==> config.mk <==
export PLATFORM = sky130hd
export DESIGN_NAME = grid_scanner
export DESIGN_NICKNAME = d
export VERILOG_FILES = /design/src/rtl/gol_pkg.sv /design/src/rtl/gol_popcount.sv /design/src/rtl/grid_scanner.sv
export SDC_FILE = /design/constraint.sdc
export NUM_CORES = 1
export LEC_CHECK = 0
export ABC_AREA = 1
export CORE_ASPECT_RATIO = 1.2
export CORE_UTILIZATION = 40
export DETAILED_ROUTE_END_ITERATION = 10
export GPL_TIMING_DRIVEN = 0
export PLACE_DENSITY = 0.73
export SYNTH_ARGS = -nofsm -noshare
export SYNTH_HDL_FRONTEND = slang
export SYNTH_SLANG_ARGS = --single-unit
==> constraint.sdc <==
create_clock -name clka -period 8.7 [get_ports clka]
set_clock_uncertainty 0.15 [all_clocks]
set_input_delay 1.74 -clock clka [delete_from_list [all_inputs] [get_ports clka]]
set_output_delay 1.74 -clock clka [all_outputs]
set_load 0.03 [all_outputs]
==> src/rtl/gol_pkg.sv <==
// Shared definitions for the Game of Life display path: grid geometry,
// scanner state encoding and the row-off drive level.
package gol_pkg;

  localparam int GRID_ROWS  = 8;
  localparam int GRID_COLS  = 8;
  localparam int GRID_CELLS = 64;

  localparam logic [7:0] ROW_OFF = 8'hFF;

  typedef enum logic [1:0] {
    IDLE,
    LOAD,
    BLANKING,
    SHOW
  } scan_state_t;

endpackage

==> src/rtl/gol_popcount.sv <==
// Combinational population count of a 64-cell grid: per-row counts feed a
// small adder tree. The caller registers the result.
module gol_popcount
  import gol_pkg::*;
(
  input  logic [GRID_CELLS-1:0] bits,
  output logic [6:0]            count
);

  logic [3:0] row_cnt [GRID_ROWS];
  logic [4:0] pair    [4];
  logic [5:0] quad    [2];

  // Count live cells in each 8-cell row.
  always_comb begin
    for (int r = 0; r < GRID_ROWS; r++) begin
      row_cnt[r] = '0;
      for (int c = 0; c < GRID_COLS; c++) begin
        row_cnt[r] = row_cnt[r] + {3'b000, bits[r*GRID_COLS + c]};
      end
    end
  end

  // Reduce the eight row counts pairwise: 8 -> 4 -> 2 -> 1.
  always_comb begin
    for (int i = 0; i < 4; i++) begin
      pair[i] = {1'b0, row_cnt[2*i]} + {1'b0, row_cnt[2*i+1]};
    end
    for (int i = 0; i < 2; i++) begin
      quad[i] = {1'b0, pair[2*i]} + {1'b0, pair[2*i+1]};
    end
    count = {1'b0, quad[0]} + {1'b0, quad[1]};
  end

endmodule

==> src/rtl/grid_scanner.sv <==
// Drives an 8x8 LED matrix from a frame snapshot of the live grid, one row
// at a time with optional blanking between rows, and reports the live-cell
// count of the frame being displayed.
module grid_scanner
  import gol_pkg::*;
#(
  parameter int DWELL = 1000,
  parameter int BLANK = 4
) (
  input  logic                  clka,
  input  logic                  rst_n,
  input  logic                  en,
  input  logic                  hold,
  input  logic [GRID_CELLS-1:0] grid,
  output logic [7:0]            row_n,
  output logic [7:0]            col,
  output logic                  frame_start,
  output logic [6:0]            live_count
);

  localparam int CNT_MAX = (DWELL > BLANK) ? DWELL : BLANK;
  localparam int CW      = $clog2(CNT_MAX + 1);
  localparam logic [CW-1:0] DWELL_LAST = CW'(DWELL - 1);
  localparam logic [CW-1:0] BLANK_LAST = CW'((BLANK > 0) ? BLANK - 1 : 0);

  scan_state_t           state;
  logic [2:0]            r;
  logic [2:0]            r_inc;
  logic [CW-1:0]         cnt;
  logic [GRID_CELLS-1:0] snap;
  logic [GRID_CELLS-1:0] snap_nxt;
  logic [6:0]            pop;

  // The snapshot is only replaced at the end of an enabled LOAD cycle, so
  // grid changes at any other time never reach the display.
  assign snap_nxt = (state == LOAD && en && !hold) ? grid : snap;
  assign r_inc    = r + 3'd1;

  // Count is taken from the value the snapshot is about to hold, so it lines
  // up with the new frame from the first cycle after LOAD.
  gol_popcount u_popcount (
    .bits  (snap_nxt),
    .count (pop)
  );

  // Snapshot and live-count registers.
  always_ff @(posedge clka) begin
    if (!rst_n) begin
      snap       <= '0;
      live_count <= '0;
    end else begin
      snap       <= snap_nxt;
      live_count <= pop;
    end
  end

  // Scan FSM; outputs are set on the transition into each state so that
  // they are registered and valid for the whole state.
  always_ff @(posedge clka) begin
    if (!rst_n) begin
      state       <= IDLE;
      r           <= '0;
      cnt         <= '0;
      row_n       <= ROW_OFF;
      col         <= '0;
      frame_start <= 1'b0;
    end else if (!en) begin
      state       <= IDLE;
      r           <= '0;
      cnt         <= '0;
      row_n       <= ROW_OFF;
      col         <= '0;
      frame_start <= 1'b0;
    end else begin
      frame_start <= 1'b0;
      case (state)
        IDLE: begin
          state       <= LOAD;
          frame_start <= 1'b1;
          row_n       <= ROW_OFF;
          col         <= '0;
        end
        LOAD: begin
          r   <= '0;
          cnt <= '0;
          if (BLANK == 0) begin
            state <= SHOW;
            row_n <= ~8'h01;
            col   <= snap_nxt[7:0];
          end else begin
            state <= BLANKING;
            row_n <= ROW_OFF;
            col   <= '0;
          end
        end
        BLANKING: begin
          if (cnt == BLANK_LAST) begin
            state <= SHOW;
            cnt   <= '0;
            row_n <= ~(8'b1 << r);
            col   <= snap[{r, 3'b000} +: 8];
          end else begin
            cnt <= cnt + 1'b1;
          end
        end
        SHOW: begin
          if (cnt == DWELL_LAST) begin
            cnt <= '0;
            if (r == 3'd7) begin
              state       <= LOAD;
              frame_start <= 1'b1;
              row_n       <= ROW_OFF;
              col         <= '0;
            end else begin
              r <= r_inc;
              if (BLANK == 0) begin
                state <= SHOW;
                row_n <= ~(8'b1 << r_inc);
                col   <= snap[{r_inc, 3'b000} +: 8];
              end else begin
                state <= BLANKING;
                row_n <= ROW_OFF;
                col   <= '0;
              end
            end
          end else begin
            cnt <= cnt + 1'b1;
          end
        end
        default: begin
          state <= IDLE;
          row_n <= ROW_OFF;
          col   <= '0;
        end
      endcase
    end
  end

endmodule

# Yosys cells after proc, flatten, opt, wreduce, memory -nomap -nowiden
# Cells that the tools add are included.
word_totals:
  reg_bits: 103
  input_bits: 68
  output_inout_bits: 24
  word_cells: 115
op_classes:
  n_addsub: 65
  eq_ne: 9
  shifts: 2
  muxes: 20
  bitwise: 1
  reduce_logical: 10
op_table:
  columns: ["op", "count"]
  rows:
  - ["4-bit by 1-bit adder with 4-bit output", 48]
  - ["64-bit 2-to-1 mux", 1]
  - ["64-bit by 7-bit variable part select with 8-bit output", 1]
  - ["8-bit one-hot mux with 3 select lines", 2]
  - ["8-bit 2-to-1 mux", 4]
  - ["10-bit one-hot mux with 3 select lines", 1]
  - ["4-bit by 4-bit adder with 5-bit output", 4]
  - ["10-bit 2-to-1 mux", 2]
  - ["1-bit by 1-bit adder with 2-bit output", 8]
  - ["5-bit by 5-bit adder with 6-bit output", 2]
  - ["10-bit by 1-bit adder with 10-bit output, second input constant", 1]
  - ["10-bit == test, second input constant", 1]
  - ["10-bit by 2-bit == test with 1-bit output, second input constant", 1]
  - ["8-bit NOT", 1]
  - ["2-bit one-hot mux with 4 select lines", 1]
  - ["1-bit by 3-bit left shift with 8-bit output, first input constant", 1]
  - ["6-bit by 6-bit adder with 7-bit output", 1]
  - ["2-bit 2-to-1 mux", 3]
  - ["3-bit 2-to-1 mux", 2]
  - ["2-bit != test, second input constant", 3]
  - ["3-bit one-hot mux with 2 select lines", 1]
  - ["2-bit == test, second input constant", 2]
  - ["2-bit AND reduction", 2]
  - ["3-bit by 1-bit adder with 3-bit output, second input constant", 1]
  - ["other kinds (11)", 13]

# Longest topological paths before layout
depth:
  ltp_word: 14
  mapped_depth: 32
  ltp_nobuf: 30

# Cells and area by module
# A second synthesis with hierarchy kept.
unflattened:
  cells_unflattened: 991
  hier_area_um2: 6996.7
modules_own_cells:
  columns: ["module", "n_inst", "cells_each", "area_each_um2", "seq_area_each_um2"]
  rows:
  - ["grid_scanner", 1, 777, 5081.1, 2062.0]
  - ["gol_popcount", 1, 214, 1915.6, 0.0]

# Least setup slack after synthesis
# Ideal clock, no wire load.
synth_path:
  kind: "input-to-reg"
  start: "input port hold"
  end: "register live_count[6]"
  setup_ps: 122
  arrival_ps: 7705
  required_time_ps: 8428
  setup_slack_ps: 723
  cell_stages: 27
  path_buffers: 2
  cell_sequence: "nor2_1 -> nand2_1 -> buf_2 -> clkbuf_1 -> nand2_1 -> o21ai_0 -> inv_1 -> ha_1 -> inv_1 -> fa_1 -> fa_1 -> inv_1 -> fa_1 -> fa_1 -> xor2_1 -> fa_1 -> fa_1 -> fa_1 -> inv_1 -> fa_1 -> inv_1 -> ha_1 -> fa_1 -> nand2_1 -> inv_1 -> o21ai_0 -> a21oi_1"
synth_via:
  elab_chain_len: 13
  word_cells_on_any_way: 66
  classes_between: "add/sub: 63; mux: 1; reduce/logical: 2"
synth_lines:
  columns: ["item", "line", "source"]
  rows:
  - ["start: declaration", "grid_scanner.sv:13", "input logic hold,"]
  - ["1-bit zero test", "grid_scanner.sv:36", "assign snap_nxt = (state == LOAD && en && !hold) ? grid : snap;"]
  - ["1-bit logical AND", "grid_scanner.sv:36", null]
  - ["64-bit 2-to-1 mux", "grid_scanner.sv:36", null]
  - ["net snap_nxt[56]", "grid_scanner.sv:31", "logic [GRID_CELLS-1:0] snap_nxt;"]
  - ["1-bit by 1-bit adder with 2-bit output", "gol_popcount.sv:19", "row_cnt[r] = row_cnt[r] + {3'b000, bits[r*GRID_COLS + c]};"]
  - ["4-bit by 1-bit adder with 4-bit output (6 in series)", "gol_popcount.sv:19", null]
  - ["4-bit by 4-bit adder with 5-bit output", "gol_popcount.sv:27", "pair[i] = {1'b0, row_cnt[2*i]} + {1'b0, row_cnt[2*i+1]};"]
  - ["5-bit by 5-bit adder with 6-bit output", "gol_popcount.sv:30", "quad[i] = {1'b0, pair[2*i]} + {1'b0, pair[2*i+1]};"]
  - ["6-bit by 6-bit adder with 7-bit output", "gol_popcount.sv:32", "count = {1'b0, quad[0]} + {1'b0, quad[1]};"]
  - ["end signal: assignment", "grid_scanner.sv:53", "live_count <= pop;"]
  - ["end: declaration", "grid_scanner.sv:18", "output logic [6:0] live_count"]
# The timed path passes the listed nets, and every way through them passes these cells.
# A chain may end at the register's enable or synchronous reset.

# Worst setup path in the final report
# Ends and elaborated chain as after synthesis.

==> key figures <==
Run status
  – Outcome: finished clean

Power
  – Peak supply drop: between 0.2 and 0.25 mV
  – Power Dens Cells: roughly 160 nW/um^2
  – Lkg Pwr: ~4.2 nW

Logic synthesis
  – Cell taking the most area after synthesis: dfxtp_1
  – Top_reg_cell synth: dfxtp_1
  – Register area share after synthesis: between 20 and 30%
  – Post-synth top area share: 29.72%
  – Post-synth EDFFs: 0
  – Distinct cells, synth: 32
  – Synth warn: 0
  – Post-synth top cells: 192 x nand2_1, 179 x inv_1, 103 x dfxtp_1
  – Yosys reg bits: roughly 100
  – Syn avg cell area: between 7 and 8 sq um
  – Synthesized net count: around 1,100
  – Top-count cell post-synth: nand2_1
  – Cells after Synth: ~900
  – Mapped Area: roughly 7000 sq um
  – FFs w/ async S/R, synth: 0%
  – Largest cells by area after synthesis: dfxtp_1 30%, fa_1 16%, nand2_1 10%

STA
  – Final hold slack: around 320 ps
  – Fin. Hold Viols: 0
  – Final setup fails: 0
  – Final Max Tran Viols: 0
  – Post-route clock period utilization: a little over nine tenths
  – Slew headroom: approximately three fifths
  – Maximum clock rate: 0.1179 GHz
  – Sum Neg Setup Slack: 0 ps
  – Worst Max-Slew Pin Slew: slightly below 600 ps
  – Fin crit period: between 8000 and 9000 ps

Setup path
  – Crit path buffers/inverters: 8
  – WS Path Type: primary input to flop
  – CP max FO: 10
  – Top delay family on crit path: adder cells
  – Setup crit end kind: flop
  – Critical Path Slowest Stage Cell: fa_1
  – CP most frequent cell: fa_1
  – Max stage delay on crit path: 560 ps
  – Startpoint Class: primary input
  – CP Data Required Time: around 8800 ps
  – Crit path arrival time: 8570 ps

CTS
  – Root Buffer: clkbuf_16
  – CTS Buffer Depth: 2
  – Cts hold-fix bufs: 0
  – CTS Sinks: 103
  – CTS buffer count: 9
  – Clock latency on the worst-skew pair: 360 ps
  – Worst-path clk slew: ~70 ps
  – CTS tree: done
  – H-tree lvl count: 3

Drt
  – DRC viols: 0
  – Avg Vias per Cell: slightly below 5
  – Number of DRC markers in iteration 0: 392
  – WL final: 18,410 um
  – WL per Instance: between 10 and 15 um
  – DRT antenna net count: 0
  – Via count: 5,994
  – 1st-pass router iterations: 7

GRT
  – Global-route wire length before repair: approximately 30,000 um
  – Grt ovf: 0
  – Largest net degree at the start of global routing: 17
  – Antenna violations before repair: 0
  – GRT Overall Usage: 21.99%
  – Vias in the first global route: approximately 6,000

Placement
  – DP HPWL: approximately 15,000 um
  – Placed inst area: 8109 sq um
  – Port bufs: 90
  – Global placement routability congestion: roughly 0.9
  – Placed Cells: around 1,200

Floorplanning
  – # rows: 52
  – Die height: approximately 150 um
  – Core ar.: 16,920 sq um
  – Ports: 92
  – Die W: ~120 um
  – Starting Density: 41.01%
  – Die area: ~18,000 sq um

Cells and area
  – Final Util: around 50%
  – Finished Layout Cells: 1,243
  – Layout cells sized above 1: approximately 6.5%
  – Syn-to-layout area delta: 21.64%
  – Cell area after layout: about 8400 sq um
  – # nets final: between 1,000 and 1,500
  – Antenna cell count: 0

Job
  – Max_cap viols: 0

Worst hold path
  – Hold Path Class: flop to flop
## kinds of logic after synthesis
logic type | after synthesis | synth area share, %
AOI/OAI and AO/OA | 134 | 10.53
xor gates and xnor gates | 9 | 1.136
adders and majority gates | 98 | 23.63
buffers and inverters | 222 | 12.97
DFF | 103 | 29.72
muxes | 17 | 2.453
and+or+nand+nor | 338 | 19.57
## worst min-delay path: stages, from the launching register on
cell     delay (ps)
dfxtp_1         310
nand2_1          60
a21oi_1          50
## power breakdown
part           switching (mW)  internal (mW)  leakage (nW)  total, mW
Combinational           0.253          0.187          3.28      0.440
Clock                   0.188          0.203         0.129      0.391
Sequential            0.00745          0.492         0.834      0.499
Total                   0.448          0.881          4.25       1.33
## final timing paths
check                           slack [ps]            end  cells past startpoint  startpoint
worst max-delay path                   220  live_count[6]                     27        hold
worst min-delay path                   320         col[0]                      2      col[0]
worst max register to register        1360  live_count[6]                     29    state[1]
worst min register to register         320         col[0]                      2      col[0]
## cell usage in the layout, fill, tap and decap left out, types with 5 or more instances in the layout
cell and n:
nor3_1 10, mux2i_1 17, clkbuf_1 13, nand2_2 5
clkbuf_16 9, o211ai_1 14, inv_1 179, fa_1 54
ha_1 43, o21ai_0 77, nor2_1 102, nand2_1 192
buf_2 12, xnor2_1 6, a21oi_1 29, dfxtp_1 103
a21oi_2 5, nand3_1 21, clkdlybuf4s50_1 90
## repair_timing
item / CTS / global route
pin swaps: 0 / 0
gates resized for setup: 2 / 29
endpoints found under the setup margin: 3 / 3
hold endpoints to repair: 0 / 0
setup buffers: 0 / 0
## final cells by class
class / instances / area [sq um]
fillers: 1668 / 8477
repair buffers: 90 / 900.9
clock buffers: 12 / 246.5
plain buffers: 39 / 229.0
flip-flops and latches: 103 / 2062
well taps: 216 / 270.3
multi-input cells: 596 / 4013
clock inverters: 4 / 28.78
inverters: 183 / 689.4
## per-stage QoR
stage,worst slack [ps],power (mW)
final,218.7,1.329
after global routing,-29.16,1.425
after CTS,9.180,1.340
after detailed placement,-513.6,0.9462
after global placement,-474.2,0.9372
after floorplan,723.3,0.7965
## routing by layer
metal | track usage (%) | share of wire, %
met5 | 0 | 0
met1 | 27.26 | 42
met2 | 37.39 | 49
met4 | 9.268 | 3.8
met3 | 3.438 | 4.5
## state kept, by name, indices dropped and copies added (netlist names)
signal and flops:
snap 64, cnt 10, col 8, row_n 8
live_count 7, r 3, state 2, frame_start 1
Power figures use the tool's default switching activity.
